**src/rtl/uart_irq_ctrl.sv**
```systemverilog
// uart_irq_ctrl: 16550-style interrupt prioritiser with char-timeout and THRE sequencing.
// Ports: clk/rst, baud_pulse, ier, wls/pen/stb, rx/tx/lsr events -> iir, irq, cti_pend.
// Option UART_MODEM_IRQ_EN adds msr_delta/msr_rd and the modem-status source (code 0000).
module uart_irq_ctrl #(
  parameter int TICKS_PER_BIT = 16,
  parameter int TIMEOUT_CHARS = 4,
  parameter int CNT_W         = 10
) (
  input  logic       clk,
  input  logic       rst,
  input  logic       baud_pulse,
  input  logic [3:0] ier,
  input  logic [1:0] wls,
  input  logic       pen,
  input  logic       stb,
  input  logic       lsr_err,
  input  logic       lsr_rd,
  input  logic       rx_level_hit,
  input  logic       rx_fifo_empty,
  input  logic       rx_push,
  input  logic       rx_pop,
  input  logic       tx_fifo_empty,
  input  logic       thr_wr,
  input  logic       iir_rd,
`ifdef UART_MODEM_IRQ_EN
  input  logic       msr_delta,
  input  logic       msr_rd,
`endif
  output logic [3:0] iir,
  output logic       irq,
  output logic       cti_pend
);

  // read strobes are consumed by the register file, not here
  logic unused_in;
`ifdef UART_MODEM_IRQ_EN
  assign unused_in = lsr_rd ^ msr_rd;
`else
  assign unused_in = lsr_rd ^ ier[3];
`endif

  // start + data + parity + stop bits
  logic [3:0] char_len;
  assign char_len = 4'd7 + {2'b00, wls}
                  + {3'b000, pen} + {3'b000, stb};

  logic [CNT_W-1:0] limit;
  assign limit = CNT_W'(TIMEOUT_CHARS * TICKS_PER_BIT
                 * int'(char_len));

  logic [CNT_W-1:0] cnt;
  logic [CNT_W-1:0] cnt_inc;
  assign cnt_inc = cnt + CNT_W'(1);

  logic rx_clr;
  assign rx_clr = rx_fifo_empty | rx_push | rx_pop;

  // count >= limit also covers a limit that shrank below count
  always_ff @(posedge clk or negedge rst) begin
    if (!rst) begin
      cnt      <= '0;
      cti_pend <= 1'b0;
    end else if (rx_clr) begin
      cnt      <= '0;
      cti_pend <= 1'b0;
    end else if (baud_pulse) begin
      if (cnt >= limit) begin
        cnt      <= limit;
        cti_pend <= 1'b1;
      end else begin
        cnt <= cnt_inc;
        if (cnt_inc == limit) cti_pend <= 1'b1;
      end
    end
  end

  logic thre_pend;
  logic tx_empty_q;
  logic etbei_q;
  logic thre_set;
  logic thre_clr;

  assign thre_set = ier[1] & tx_fifo_empty
                  & (~tx_empty_q | ~etbei_q);
  assign thre_clr = thr_wr | ~ier[1]
                  | (iir_rd & (iir == 4'b0010));

  // set beats clear when both land in one cycle
  always_ff @(posedge clk or negedge rst) begin
    if (!rst) begin
      thre_pend  <= 1'b0;
      tx_empty_q <= 1'b1;
      etbei_q    <= 1'b0;
    end else begin
      tx_empty_q <= tx_fifo_empty;
      etbei_q    <= ier[1];
      if (thre_set)      thre_pend <= 1'b1;
      else if (thre_clr) thre_pend <= 1'b0;
    end
  end

  logic src_rls;
  logic src_rda;
  logic src_cti;
  logic src_thre;
  assign src_rls  = lsr_err & ier[2];
  assign src_rda  = rx_level_hit & ier[0];
  assign src_cti  = cti_pend & ier[0];
  assign src_thre = thre_pend;

  // one-hot selects so the decoder sees exclusive arms
  logic sel_rls;
  logic sel_rda;
  logic sel_cti;
  logic sel_thre;
  assign sel_rls  = src_rls;
  assign sel_rda  = src_rda & ~src_rls;
  assign sel_cti  = src_cti & ~src_rda & ~src_rls;
  assign sel_thre = src_thre & ~src_cti
                  & ~src_rda & ~src_rls;

`ifdef UART_MODEM_IRQ_EN
  logic sel_msr;
  assign sel_msr = msr_delta & ier[3] & ~src_thre
                 & ~src_cti & ~src_rda & ~src_rls;
`endif

  logic [3:0] iir_next;
  always_comb begin
    iir_next = 4'b0001;
    unique case (1'b1)
      sel_rls:  iir_next = 4'b0110;
      sel_rda:  iir_next = 4'b0100;
      sel_cti:  iir_next = 4'b1100;
      sel_thre: iir_next = 4'b0010;
`ifdef UART_MODEM_IRQ_EN
      sel_msr:  iir_next = 4'b0000;
`endif
      default:  iir_next = 4'b0001;
    endcase
  end

  always_ff @(posedge clk or negedge rst) begin
    if (!rst) begin
      iir <= 4'b0001;
      irq <= 1'b0;
    end else begin
      iir <= iir_next;
      irq <= ~iir_next[0];
    end
  end

endmodule

```
**config.mk**
```make
export PLATFORM = sky130hd
export DESIGN_NAME = uart_irq_ctrl
export DESIGN_NICKNAME = d
export VERILOG_FILES = /design/src/rtl/uart_irq_ctrl.sv
export SDC_FILE = /design/constraint.sdc
export NUM_CORES = 1
export LEC_CHECK = 0
export CAP_MARGIN = 40
export CELL_PAD_IN_SITES_DETAIL_PLACEMENT = 1
export CELL_PAD_IN_SITES_GLOBAL_PLACEMENT = 2
export CORE_MARGIN = 3
export CORE_UTILIZATION = 30
export CTS_CLUSTER_SIZE = 8
export DETAILED_ROUTE_END_ITERATION = 10
export GPL_TIMING_DRIVEN = 0
export PLACE_DENSITY_LB_ADDON = 0.1
export SYNTH_ARGS = -nofsm -noshare
export SYNTH_HDL_FRONTEND = slang
export SYNTH_SLANG_ARGS = --single-unit
```
**constraint.sdc**
```tcl
create_clock -name clk -period 4.3 [get_ports clk]
set_input_delay 0.645 -clock clk [delete_from_list [all_inputs] [get_ports clk]]
set_output_delay 0.645 -clock clk [all_outputs]
set_load 0.01 [all_outputs]
```
==> After elaboration in Yosys (flattened, before gate mapping) <==
Index checks and enable logic that the tools add are counted.
{ "totals": {"ff_bits": 19, "in_bits": 20, "out_inout_bits": 6, "wordCells": 52} }
{ "classes": {"addsub": 4, "n_lt_le_gt_ge": 1, "eq_ne": 2, "mux": 10, "n_bitwise": 24, "reduce_logical": 4} }
{ "op_table": {"columns": ["operator", "n"], "rows": [
  ["2-to-1 mux 10 bit", 3],
  ["case mux 4 bit (4 select lines)", 1],
  ["bitwise AND 1 bit", 12],
  ["adder 10 x 1 -> 10 bit (second input constant)", 1],
  ["== test 10 bit", 1],
  [">= comparator 10 bit", 1],
  ["adder 4 x 1 -> 4 bit", 2],
  ["NOT 1 bit", 7],
  ["2-to-1 mux 1 bit", 6],
  ["OR 1 bit", 5],
  ["adder 3 x 2 -> 4 bit (first input constant)", 1],
  ["== test 4 x 2 -> 1 bit (second input constant)", 1],
  ["nonzero test 2 bit", 2],
  ["nonzero test 3 bit", 1],
  ["AND reduction 2 bit", 1]
]} }

==> Longest topological paths before layout <==
{ "logic_depth": {"ltp_word": 8, "ltp_mapped": 13, "mapped_depth_nobuf": 12} }

==> Worst setup path after synthesis <==
No wires, ideal clock.
{ "synth_timing": {"path_type": "input-to-reg", "start": "input port wls[0]", "end": "register cnt[9]", "setup_ns": 0.136, "t_arrival_ns": 3.118, "slack_ns": 1.046, "stages": 13, "path_buffers": 1, "path_cell_list": "inv_1 > ha_1 > inv_1 > ha_1 > fa_1 > inv_1 > ha_1 > and3b_1 > a221oi_2 > o21ai_2 > buf_6 > o31ai_1 > a21oi_1"} }
{ "synth_via": {"elab_chain_len": 7} }
{ "synth_lines": {"columns": ["item", "line", "source"], "rows": [
  ["start, declared", "13", "input logic [1:0] wls,"],
  ["adder 3 x 2 -> 4 bit (*)", "44", "assign char_len = 4'd7 + {2'b00, wls}"],
  ["adder 4 x 1 -> 4 bit (*) (2 in series)", "45", "+ {3'b000, pen} + {3'b000, stb};"],
  [">= comparator 10 bit", "67", "if (cnt >= limit) begin"],
  ["2-to-1 mux 10 bit (*)", "67", null],
  ["2-to-1 mux 10 bit (*)", "66", "end else if (baud_pulse) begin"],
  ["2-to-1 mux 10 bit (*)", "63", "end else if (rx_clr) begin"],
  ["end signal, assigned", "68", "cnt <= limit;"],
  ["end signal, assigned", "71", "cnt <= cnt_inc;"],
  ["end, declared", "51", "logic [CNT_W-1:0] cnt;"]
]} }
Every way passes the cells marked *; elsewhere a longest branch is shown, timed or not. The select of a mux whose other input is x is not followed.
A chain may end at the register's enable or synchronous reset.

==> Final worst setup path <==
Ends and elaborated chain as after synthesis.

==> out/qor.yml <==
final_layout:
  syn2layout_area_growth_pct: 26.5
  post_layout_nonfiller_instances: 218
  fraction_of_layout_cells_with_a_size_suffix_above_1: 0.125
  filler_cell_count: 487
  antenna-diode-count: 0
  final_common_cell: "sky130_fd_sc_hd__clkdlybuf4s50_1"
  post-route-cell-area_um2: 1690
  num-nets-final: 199
  most-common-layout-cells: "23 x sky130_fd_sc_hd__clkdlybuf4s50_1, 17 x sky130_fd_sc_hd__dfrtp_1, 15 x sky130_fd_sc_hd__inv_1"
placed_design:
  buffer_ports.inserted: 23
  preCtsSetupSlack_ns: 0.309
  dp_hpwl_mm: 2.84
  dpl_cell_area_um2: 1640
  globalplace.congestion: 0.765
  dp.cells: 214
critical_path:
  timing.critical_path.cells: "clkdlybuf4s50_1, inv_1, ha_1, inv_1, ha_1, fa_1, inv_1, ha_1, and3b_1, a221oi_2, o21ai_2, buf_6, o31ai_1, a21oi_1"
  crit_fanout: 10
  timing.critical_path.slowest_cell_delay_ns: 0.52
  timing.critical_path.slowest_stage_cell: "sky130_fd_sc_hd__fa_1"
  critical_path.endpoint_type: "flip-flop"
  critical_path.top_delay_family: "adder cells"
  timing.critical_path.required_ns: 4.42
  critPathKind: "in -> reg"
  timing.critical_path.from_type: "input port"
  worst-path-buf-inv: 5
  worst_ep_arrival_time_ns: 3.80
drt:
  detail_route.vias_per_cell: 5.26
  detailedRoute.firstIterationViolations: 17
  detail_route.wl_per_cell_um: 16.5
  drtAntennaViolNets: 0
  total_routed_wirelength_mm: 3.60
  drt_first_pass_iters: 4
  vias: 1147
  drt_drc_violations_left: 0
power:
  worst_vdd_rail_ir_drop_uv: 84.5
  totalPowerFinal_w: 0.000407
  power_per_cell_area_nw_per_um2: 241
  power_leakage_nw: 0.738
logic_synthesis:
  mappedNetlistArea_um2: 1340
  ys_seq_elements: 19
  number_of_flops_mapped_to_enable_cells_by_yosys: 0
  post_synth_num_cell_types: 47
  synth-seq-area-share: 0.358
  synth_warnings: 0
  syn-instance-count: 140
  postSynthAreaPerCell_um2: 9.54
  synthArstFlopShare: 1.00
  synth_nets: 170
  ys_dominant_reg_cell: "sky130_fd_sc_hd__dfrtp_1"
floorplanning:
  die_x_um: 72.7
  floorplan.die_area_um2: 5290
  initial_core_util: 0.322
  floorplan.core_area_um2: 4140
  top_level_ports: 26
  floorplan.die.height_um: 72.7
  std_cell_rows: 23
global_route:
  via_count_of_the_first_global_routing_pass: 1155
  grt_max_degree: 14
  globalRouteTotalUtil: 0.146
  first_pass_grt_wire_length_mm: 6.00
  antenna_found_initial: 0
  grt_overflow_total: 0
sta:
  tightestPinTransition_ns: 0.694
  timing.final.max_slew_violations: 0
  maxClockFrequency_mhz: 272
  fin_ws_ns: 0.623
  timing.final.crit_period_ns: 3.68
  timing_hold_violations_final: 0
  timing.slew.headroom: 0.535
  timing.clock.skew_ns: 0.00183
  totalNegativeSetupSlack_ns: 0
  finalCritPeriodShare: 0.855
  grt_setup_unrepaired: "false"
  setup_viol: 0
cts:
  clk-insertion-delay-late_ns: 0.26
  htree_levels: 1
  cts_resized: 0
  ctsHoldBuffers: 0
  tritoncts: "built"
  max-clock-path-buffers: 2
  clockRootBuffer: "sky130_fd_sc_hd__clkbuf_8"
  cts_made_buffers: 3
  numClockSinks: 19
  post_cts_buffers: 0
  clk_pin_slew_ns: 0.08
min_path:
  timing.hold.worst.class: "reg -> reg"
run_status:
  run_status: "complete, no violations"
flow_run:
  maxCapViolations: 0
[cell usage after synthesis (2+ instances only)]
| library cell | number | area share |
|---|---|---|
| sky130_fd_sc_hd__a31o_2 | 3 | 0.020 |
| sky130_fd_sc_hd__xor2_1 | 3 | 0.020 |
| sky130_fd_sc_hd__o21ai_1 | 2 | 0.0075 |
| sky130_fd_sc_hd__nand3_1 | 4 | 0.015 |
| sky130_fd_sc_hd__nand2_1 | 12 | 0.034 |
| sky130_fd_sc_hd__nor4_1 | 3 | 0.014 |
| sky130_fd_sc_hd__and3_1 | 5 | 0.023 |
| sky130_fd_sc_hd__nor4b_1 | 2 | 0.013 |
| sky130_fd_sc_hd__o21a_1 | 2 | 0.011 |
| sky130_fd_sc_hd__a21oi_1 | 7 | 0.026 |
| sky130_fd_sc_hd__clkbuf_1 | 2 | 0.0056 |
| sky130_fd_sc_hd__nand4_1 | 3 | 0.014 |
| sky130_fd_sc_hd__nor2_1 | 8 | 0.022 |
| sky130_fd_sc_hd__xnor2_1 | 5 | 0.033 |
| sky130_fd_sc_hd__mux2i_1 | 4 | 0.030 |
| sky130_fd_sc_hd__nor3_1 | 2 | 0.0075 |
| sky130_fd_sc_hd__o21ai_0 | 4 | 0.015 |
| sky130_fd_sc_hd__dfstp_2 | 2 | 0.039 |
| sky130_fd_sc_hd__dfrtp_1 | 17 | 0.32 |
| sky130_fd_sc_hd__inv_1 | 15 | 0.042 |
| sky130_fd_sc_hd__ha_1 | 9 | 0.084 |
[flip-flops by register name (all words and copies together), names as in the netlist]
| name | count |
|---|---|
| cti_pend | 1 |
| iir | 4 |
| cnt | 10 |
| irq | 1 |
| src_thre | 1 |
| etbei_q | 1 |
| tx_empty_q | 1 |
[cell type report]
type                            count  area (µm²)  share of cell area
Multi-Input combinational cell    103         783               0.463
Clock buffer                        3        41.3              0.0244
Inverter                           15        56.3              0.0333
Timing Repair Buffer               24         245               0.145
Buffer                              3        18.8              0.0111
Clock inverter                      1        5.00             0.00296
Tap cell                           50        62.6              0.0370
Sequential cell                    19         478               0.283
[cells by family after synthesis]
group           after synthesis  share of synthesized area
compound gates               30                      0.167
xor+xnor                      9                     0.0693
fa+ha+maj                    10                     0.0993
buf+inv                      18                     0.0562
flops                        19                      0.358
mux                           5                     0.0384
simple gates                 49                      0.213
[layer usage]
metal  global-route usage  share of wire  up-vias
met4               0.0430          0.011        0
met3               0.0152          0.031        4
li1                     -              -      556
met5                    0              0        -
met1                0.199           0.46      566
met2                0.244           0.50       21
[report_power, final]
| part | internal [W] | switching [W] | leakage [nW] |
|---|---|---|---|
| Combinational | 0.0000450 | 0.0000446 | 0.464 |
| Sequential | 0.000185 | 0.00000280 | 0.249 |
| Clock | 0.0000645 | 0.0000655 | 0.0255 |
[per-stage QoR]
stage	hold WS (ns)	utilization
finish	0.530	0.408
global route	0.573	0.408
CTS	0.552	0.408
detailed placement	0.536	0.397
global placement	0.510	0.393
floorplan	0.349	-
[worst min-delay path, stage by stage, from the launching register on]
cell and delay [ns]:
sky130_fd_sc_hd__dfrtp_1 0.38, sky130_fd_sc_hd__nand2_1 0.06, sky130_fd_sc_hd__nand2_1 0.06
[path summary, 6_finish.rpt]
path	startpoint	endpoint	slack [ns]	cells after the start
worst max-delay path	wls[0]	cnt[9]	0.62	14
worst min-delay path	src_thre	iir[1]	0.53	2
worst max register to register	cnt[7]	cnt[9]	2.10	7
worst min register to register	src_thre	iir[1]	0.53	2
max in group asynchronous	rst	iir[0]	3.12	2
min in group asynchronous	rst	cnt[0]	0.68	1
(Power assumes the default switching activity.)
